<file path="config.mk">
export PLATFORM = sky130hd
export DESIGN_NAME = canvas_reader
export DESIGN_NICKNAME = d
export VERILOG_FILES = /design/src/rtl/canvas_reader.sv
export SDC_FILE = /design/constraint.sdc
export NUM_CORES = 1
export LEC_CHECK = 0
export ABC_AREA = 1
export CAP_MARGIN = 20
export CELL_PAD_IN_SITES_DETAIL_PLACEMENT = 1
export CELL_PAD_IN_SITES_GLOBAL_PLACEMENT = 2
export CORE_MARGIN = 3
export CORE_UTILIZATION = 27
export CTS_CLUSTER_DIAMETER = 80
export CTS_CLUSTER_SIZE = 12
export DETAILED_ROUTE_END_ITERATION = 8
export PLACE_DENSITY = 0.83
export SETUP_SLACK_MARGIN = 0.05
export SYNTH_ARGS = -nofsm -noshare
export SYNTH_HDL_FRONTEND = slang
export SYNTH_SLANG_ARGS = --single-unit
</file>
<file path="constraint.sdc">
create_clock -name clock -period 2.46 [get_ports clock]
set_input_delay 0.738 -clock clock [delete_from_list [all_inputs] [get_ports clock]]
set_output_delay 0.738 -clock clock [all_outputs]
set_load 0.1 [all_outputs]
</file>
<file path="src/rtl/canvas_reader.sv">
// Canvas reader: scans a 144x192 pixel region as 12x16 cells of 12x12 px,
// counts drawn pixels per cell and hands each count out over a valid/ready port.
module canvas_reader (
    input  logic       clock,
    input  logic       reset,
    input  logic       start,
    output logic       mem_rd,
    output logic [7:0] mem_x,
    output logic [7:0] mem_y,
    input  logic       mem_q,
    output logic [7:0] cell_data,
    output logic [7:0] cell_index,
    output logic       cell_valid,
    input  logic       cell_ready,
    output logic       busy,
    output logic       done
);

    localparam logic [7:0] X_ORIGIN   = 8'd86;
    localparam logic [7:0] Y_ORIGIN   = 8'd36;
    localparam logic [3:0] CELL_LAST  = 4'd11;
    localparam logic [3:0] CX_LAST    = 4'd11;
    localparam logic [7:0] INDEX_LAST = 8'd191;

    typedef enum logic [1:0] {
        IDLE,
        SCAN,
        FLUSH,
        OUT
    } state_t;

    state_t     state;
    state_t     state_nxt;
    logic [3:0] px;
    logic [3:0] py;
    logic [3:0] cx;
    logic [3:0] cy;
    logic [7:0] idx;
    logic [7:0] acc;
    logic       rd_q;
    logic       last_pix;
    logic       last_cell;
    logic [7:0] x_addr;
    logic [7:0] y_addr;

    assign last_pix  = (px == CELL_LAST) && (py == CELL_LAST);
    assign last_cell = (idx == INDEX_LAST);

    // 12*c is formed as 8*c + 4*c to keep the address path adder-only.
    assign x_addr = X_ORIGIN + {1'b0, cx, 3'b000} + {2'b00, cx, 2'b00} + {4'b0000, px};
    assign y_addr = Y_ORIGIN + {1'b0, cy, 3'b000} + {2'b00, cy, 2'b00} + {4'b0000, py};

    always_comb begin
        state_nxt  = state;
        mem_rd     = 1'b0;
        cell_valid = 1'b0;
        case (state)
            IDLE: begin
                if (start) state_nxt = SCAN;
            end
            SCAN: begin
                mem_rd = 1'b1;
                if (last_pix) state_nxt = FLUSH;
            end
            FLUSH: begin
                state_nxt = OUT;
            end
            OUT: begin
                cell_valid = 1'b1;
                if (cell_ready) state_nxt = last_cell ? IDLE : SCAN;
            end
            default: state_nxt = IDLE;
        endcase
        mem_x      = mem_rd ? x_addr : '0;
        mem_y      = mem_rd ? y_addr : '0;
        cell_data  = cell_valid ? acc : '0;
        cell_index = cell_valid ? idx : '0;
    end

    always_ff @(posedge clock) begin
        if (reset) begin
            state <= IDLE;
            px    <= '0;
            py    <= '0;
            cx    <= '0;
            cy    <= '0;
            idx   <= '0;
            acc   <= '0;
            rd_q  <= 1'b0;
            busy  <= 1'b0;
            done  <= 1'b0;
        end else begin
            state <= state_nxt;
            rd_q  <= mem_rd;
            done  <= 1'b0;
            // Pixel data trails its read by one cycle; the FLUSH cycle picks up the last one.
            if (rd_q) acc <= acc + {7'd0, mem_q};

            case (state)
                IDLE: begin
                    if (start) begin
                        px   <= '0;
                        py   <= '0;
                        cx   <= '0;
                        cy   <= '0;
                        idx  <= '0;
                        acc  <= '0;
                        busy <= 1'b1;
                    end
                end
                SCAN: begin
                    if (px == CELL_LAST) begin
                        px <= '0;
                        py <= (py == CELL_LAST) ? 4'd0 : py + 4'd1;
                    end else begin
                        px <= px + 4'd1;
                    end
                end
                OUT: begin
                    if (cell_ready) begin
                        acc <= '0;
                        if (last_cell) begin
                            busy <= 1'b0;
                            done <= 1'b1;
                        end else begin
                            idx <= idx + 8'd1;
                            if (cx == CX_LAST) begin
                                cx <= '0;
                                cy <= cy + 4'd1;
                            end else begin
                                cx <= cx + 4'd1;
                            end
                        end
                    end
                end
                default: ;
            endcase
        end
    end

endmodule

</file>
# ---- Word level (Yosys, flattened, before mapping)
# Index checks and enable logic that the tools add are counted.
dict set report totals {
  memories 0
  latch_bits 0
  word_cells 87
  inputBits 5
  output_inout_bits 36
  regBits 37
  mem_bits_rw 0
  romBits 0
}
dict set report op_classes {
  mul 0
  mux 38
  addsub 12
  magnitude_cmp 0
  n_div 0
  reduce_logical 11
  n_bitwise 2
  shifts 0
  eq_ne 14
}
# op n
set ops {}
lappend ops {{8-bit two-way mux} 10}
lappend ops {{4-bit two-way mux} 10}
lappend ops {{4-bit one-hot mux with 2 select lines} 4}
lappend ops {{8-bit one-hot mux with 2 select lines} 2}
lappend ops {{4-bit by 1-bit adder with 4-bit output, second input constant} 4}
lappend ops {{8-bit by 4-bit adder with 8-bit output} 2}
lappend ops {{8-bit by 6-bit adder with 8-bit output} 2}
lappend ops {{2-bit != test, second input constant} 7}
lappend ops {{4-bit equality test, second input constant} 3}
lappend ops {{6-bit by 7-bit adder with 8-bit output, first input constant} 1}
lappend ops {{7-bit by 7-bit adder with 8-bit output, first input constant} 1}
lappend ops {{8-bit by 1-bit adder with 8-bit output} 1}
lappend ops {{8-bit by 1-bit adder with 8-bit output, second input constant} 1}
lappend ops {{8-bit equality test, second input constant} 1}
lappend ops {{2-bit one-hot mux with 4 select lines} 1}
lappend ops {{4-bit AND reduction} 2}
lappend ops {{1-bit two-way mux} 7}
lappend ops {{2-bit two-way mux} 3}
lappend ops {{3-bit AND reduction} 2}
lappend ops {{5-bit AND reduction} 1}
lappend ops {{2-bit equality test, second input constant} 2}
lappend ops {{2-bit nonzero test} 2}
lappend ops {{3-bit OR reduction} 1}
lappend ops {{2-bit by 1-bit equality test with 1-bit output, second input constant} 1}
lappend ops {{5 further kinds} 6}

# ---- Depth between registers and ports, before layout
dict set report depth {
  depth_word 5
  depth_mapped 11
  depth_no_buf 11
}

# ---- Worst setup path before layout
# OpenSTA, ideal clock, no wires.
dict set report synth_path {
  path_kind {register to output}
  startpoint {register px[3]}
  endpoint {output port mem_x[6]}
  arrival_time_ns 3.215
  slack_ns -1.493
  required_ns 1.722
  path_stages_with_launch 9
  path_buffers 0
  path_cell_list {dfxtp_1 -> fa_1 -> inv_1 -> fa_1 -> inv_1 -> a21oi_1 -> o21ai_0 -> o21ai_0 -> a21oi_1}
}
dict set report synth_between {
  elab_chain_len 2
}
# element line
set synth_rtl {}
lappend synth_rtl {{start: declaration} 34} ;# logic [3:0] px;
lappend synth_rtl {{start signal: assignment} 116} ;# px <= px + 4'd1;
lappend synth_rtl {{8-bit by 4-bit adder with 8-bit output} 50} ;# assign x_addr = X_ORIGIN + {1'b0, cx, 3'b000} + {2'b00, cx, 2'b00} + {4'b0000, px};
lappend synth_rtl {{8-bit two-way mux} 74} ;# mem_x = mem_rd ? x_addr : '0;
lappend synth_rtl {{end: declaration} 8} ;# output logic [7:0] mem_x,
# No other way between the ends.

# ---- Final worst setup path
dict set report layout_path {
  startpoint {register cx[0]}
  endpoint {output port mem_x[6]}
}
dict set report layout_between {
  elab_chain_len 4
}
# element line
set layout_rtl {}
lappend layout_rtl {{start: declaration} 36} ;# logic [3:0] cx;
lappend layout_rtl {{start signal: assignment} 131} ;# cx <= cx + 4'd1;
lappend layout_rtl {{7-bit by 7-bit adder with 8-bit output} 50}
lappend layout_rtl {{8-bit by 6-bit adder with 8-bit output *} 50}
lappend layout_rtl {{8-bit by 4-bit adder with 8-bit output *} 50}
lappend layout_rtl {{8-bit two-way mux *} 74}
# Mark *: on every way between the ends. The rest lies on a longest branch, timed or not.

==> reports/metrics.cfg <==
[synth]
synth_cells = 403
async_flop_share = 0
syn_area_mm2 = 0.002719
synth_ff_type = dfxtp_1
yosys-top-cells-area = dfxtp_1, nand2_1, ha_1
synth_edf_count = 0
synth.top_cell.area_share = 0.2724
avgSynthCellArea_um2 = 6.747
yosys_register_bits = 37
yosysWarnings = 0
syn-num-nets = 438
synth.distinct_cells = 38
yosys.area.top_type = dfxtp_1
ys_seq_area_frac = 0.2724

[placed_design]
pre_cts_slack_ns = -0.2977
dpl.cell_count = 599
dpl_cell_area_mm2 = 0.004041
port_buffers = 40
hpwl_um = 6137
gp_congestion = 0.7940

[power_and_ir_drop]
power_density_mw_per_mm2 = 713.7
seqPwrFrac = 0.232
share_comb_of_total_power = 0.609
p_int_mw = 1.588
peakVddDrop_mv = 0.4515
p_sw_frac = 0.4897
finalPower_mw = 3.111
clockPowerShare = 0.158
power.switching_mw = 1.523
power_leakage_nw = 1.738

[global_routing]
grt_max_degree = 27
grt_pass1_vias = 2925
grt_pass1_wl_um = 13860
track_usage = 0.1506
overflow = 0
grt_antenna_before_repair = 0

[layout]
final_cell_area_mm2 = 0.004359
diodes = 0
fin_nets = 517
drive_gt1_frac = 0.3768
nFillCells = 1178
syn_to_final_growth_pct = 60.33
instances_no_fill = 612

[sta]
slew_viol_final = 0
fmaxAchievable_ghz = 0.3277
grt_setup_unrepaired = true
fin_skew_ns = 0.009136
hold_viol = 0
worst_pin_slew_ns = 0.4088
worst_slack_ns = -0.5916
fin_hold_ws_ns = 0.5080
fin_crit_sh = 1.240
slew-limit-headroom = 0.7246
post-route-min-period_ns = 3.052
setup_viol = 10

[routing]
firstDrtPassIters = 4
wl_per_cell_um = 13.27
num_vias = 2752
antenna_left = 0
via_per_inst = 4.497
drcViolationCount = 0
drtIter0Drc = 61
drt_wl_total_um = 8124

[die]
dieArea_mm2 = 0.01131
rows = 35
io_pins = 41
start_util = 0.2861
dieHeight_um = 106.4
core-area_mm2 = 0.009503
die_x_um = 106.4

[run_status]
outcome = finished, violations left
violations = setup timing

[clocking]
clock_latency_ns = 0.29
cts_max_level = 2
cts_tree = done
ctsHoldBuffers = 0
numCtsBuffers = 5
cts-root-buf = clkbuf_8
cts_buffer_depth = 2
cts.sinks = 37
path_clk_slew_ns = 0.08

[min_path]
hold_path_depth = 2
hold_path_class = flip-flop to flip-flop

[critical_path]
startpoint_type = flip-flop
crit_path_max_fanout = 4
path_class = flip-flop to output port
rr_worst_depth = 8
crit_arrival_ns = 2.31
cp-end-kind = output port
critPathRequiredTime_ns = 1.72

[flow_run]
cap_violations = 0

repair_timing:
item                                   CTS  global route
pin swaps                               10             8
gates cloned                             0             0
endpoints found under the hold margin    0             0
resized for setup                       25            11
setup buffers                            6             1
setup endpoints to repair               13            11
flip-flops by register name, summed over array words and instances (netlist names):
signal and cells:
done 1, state 2, acc 8, py 4, busy 1, idx 8
px 4, cx 4, rd_q 1, cy 4
kinds of logic after synthesis:
| kind of cell | count (synthesis) | share of synthesized area |
|---|---|---|
| AO/OA/AOI/OAI | 43 | 0.08882 |
| XOR/XNOR | 7 | 0.02255 |
| adder cells (fa/ha/maj) | 30 | 0.1491 |
| buffers and inverters | 90 | 0.1404 |
| flip-flops | 37 | 0.2724 |
| multiplexers | 2 | 0.007363 |
| AND/OR/NAND/NOR | 194 | 0.3194 |
power groups by stage:
stage          Combinational, mW  Clock [mW]  Sequential (mW)
3_3_place_gp                1.74           0            0.730
5_1_grt                     2.04       0.542            0.733
6_report                    1.90       0.493            0.722
3_5_place_dp                1.77           0            0.734
4_1_cts                     1.88       0.507            0.721
2_1_floorplan               1.22           0            0.760
per-stage QoR:
| step | setup TNS, ns | util |
|---|---|---|
| 3_5_place_dp | -1.814 | 0.4253 |
| 6_report | -4.018 | 0.4587 |
| 3_3_place_gp | -1.395 | 0.4253 |
| 5_1_grt | -4.785 | 0.4587 |
| 2_1_floorplan | -2.680 | - |
| 4_1_cts | -4.156 | 0.4549 |
critical path, cell delays in order, from the launching register on:
cell and delay (ns):
dfxtp_4 0.38, fa_2 0.56, inv_2 0.04, fa_2 0.33, inv_2 0.07, a21oi_2 0.06, o21ai_2 0.16, o21ai_2 0.10
a21oi_4 0.14, buf_12 0.19
worst paths after layout:
check	startpoint	end	slack, ns
max	cx[0]	mem_x[6]	-0.59
min	acc[6]	acc[6]	0.51
max reg2reg	state[1]	py[0]	0.63
min reg2reg	acc[6]	acc[6]	0.51
cells in the mapped netlist, types with 2 or more instances:
| library cell | n |
|---|---|
| ha_1 | 26 |
| nor3_1 | 5 |
| dfxtp_1 | 37 |
| nand2_4 | 3 |
| nand2_2 | 5 |
| nor2_2 | 2 |
| inv_1 | 79 |
| a22oi_1 | 2 |
| nor2_1 | 45 |
| o21ai_0 | 11 |
| a21oi_1 | 23 |
| fa_1 | 4 |
| o21ai_1 | 2 |
| nand4_1 | 6 |
| nand2_1 | 98 |
| buf_6 | 2 |
| nand3_1 | 22 |
| nor2_4 | 3 |
| xor2_1 | 7 |
| or2_2 | 2 |
| mux2i_1 | 2 |
routing by layer:
metal | up-vias | GRT usage | share of wire
li1 | 1400 | - | -
met4 | 0 | 0.03793 | 0.010
met1 | 1316 | 0.1819 | 0.44
met2 | 30 | 0.2805 | 0.53
met3 | 6 | 0.01821 | 0.019
met5 | - | 0 | 0
area by class of cell:
cell class	count	area, um2	share of cell area
repair buffers	79	1045	0.2397
multi-input cells	276	1901	0.4360
flip-flops and latches	37	758.2	0.1739
clock buffers	7	96.34	0.02210
inverters	83	392.9	0.09013
clock inverters	1	5.005	0.001148
well taps	129	161.4	0.03703
cell usage in the layout (no fill, tap or decap), drive strengths merged, types with 5 or more instances in the layout:
cell type,count
a21oi,24
nand3,24
ha,26
clkinvlp,19
nand2,106
dfxtp,37
clkbuf,7
nor2,50
nor3,5
nand4,6
o21ai,14
buf,75
xor2,7
inv,63
Power figures use the tool's default switching activity.
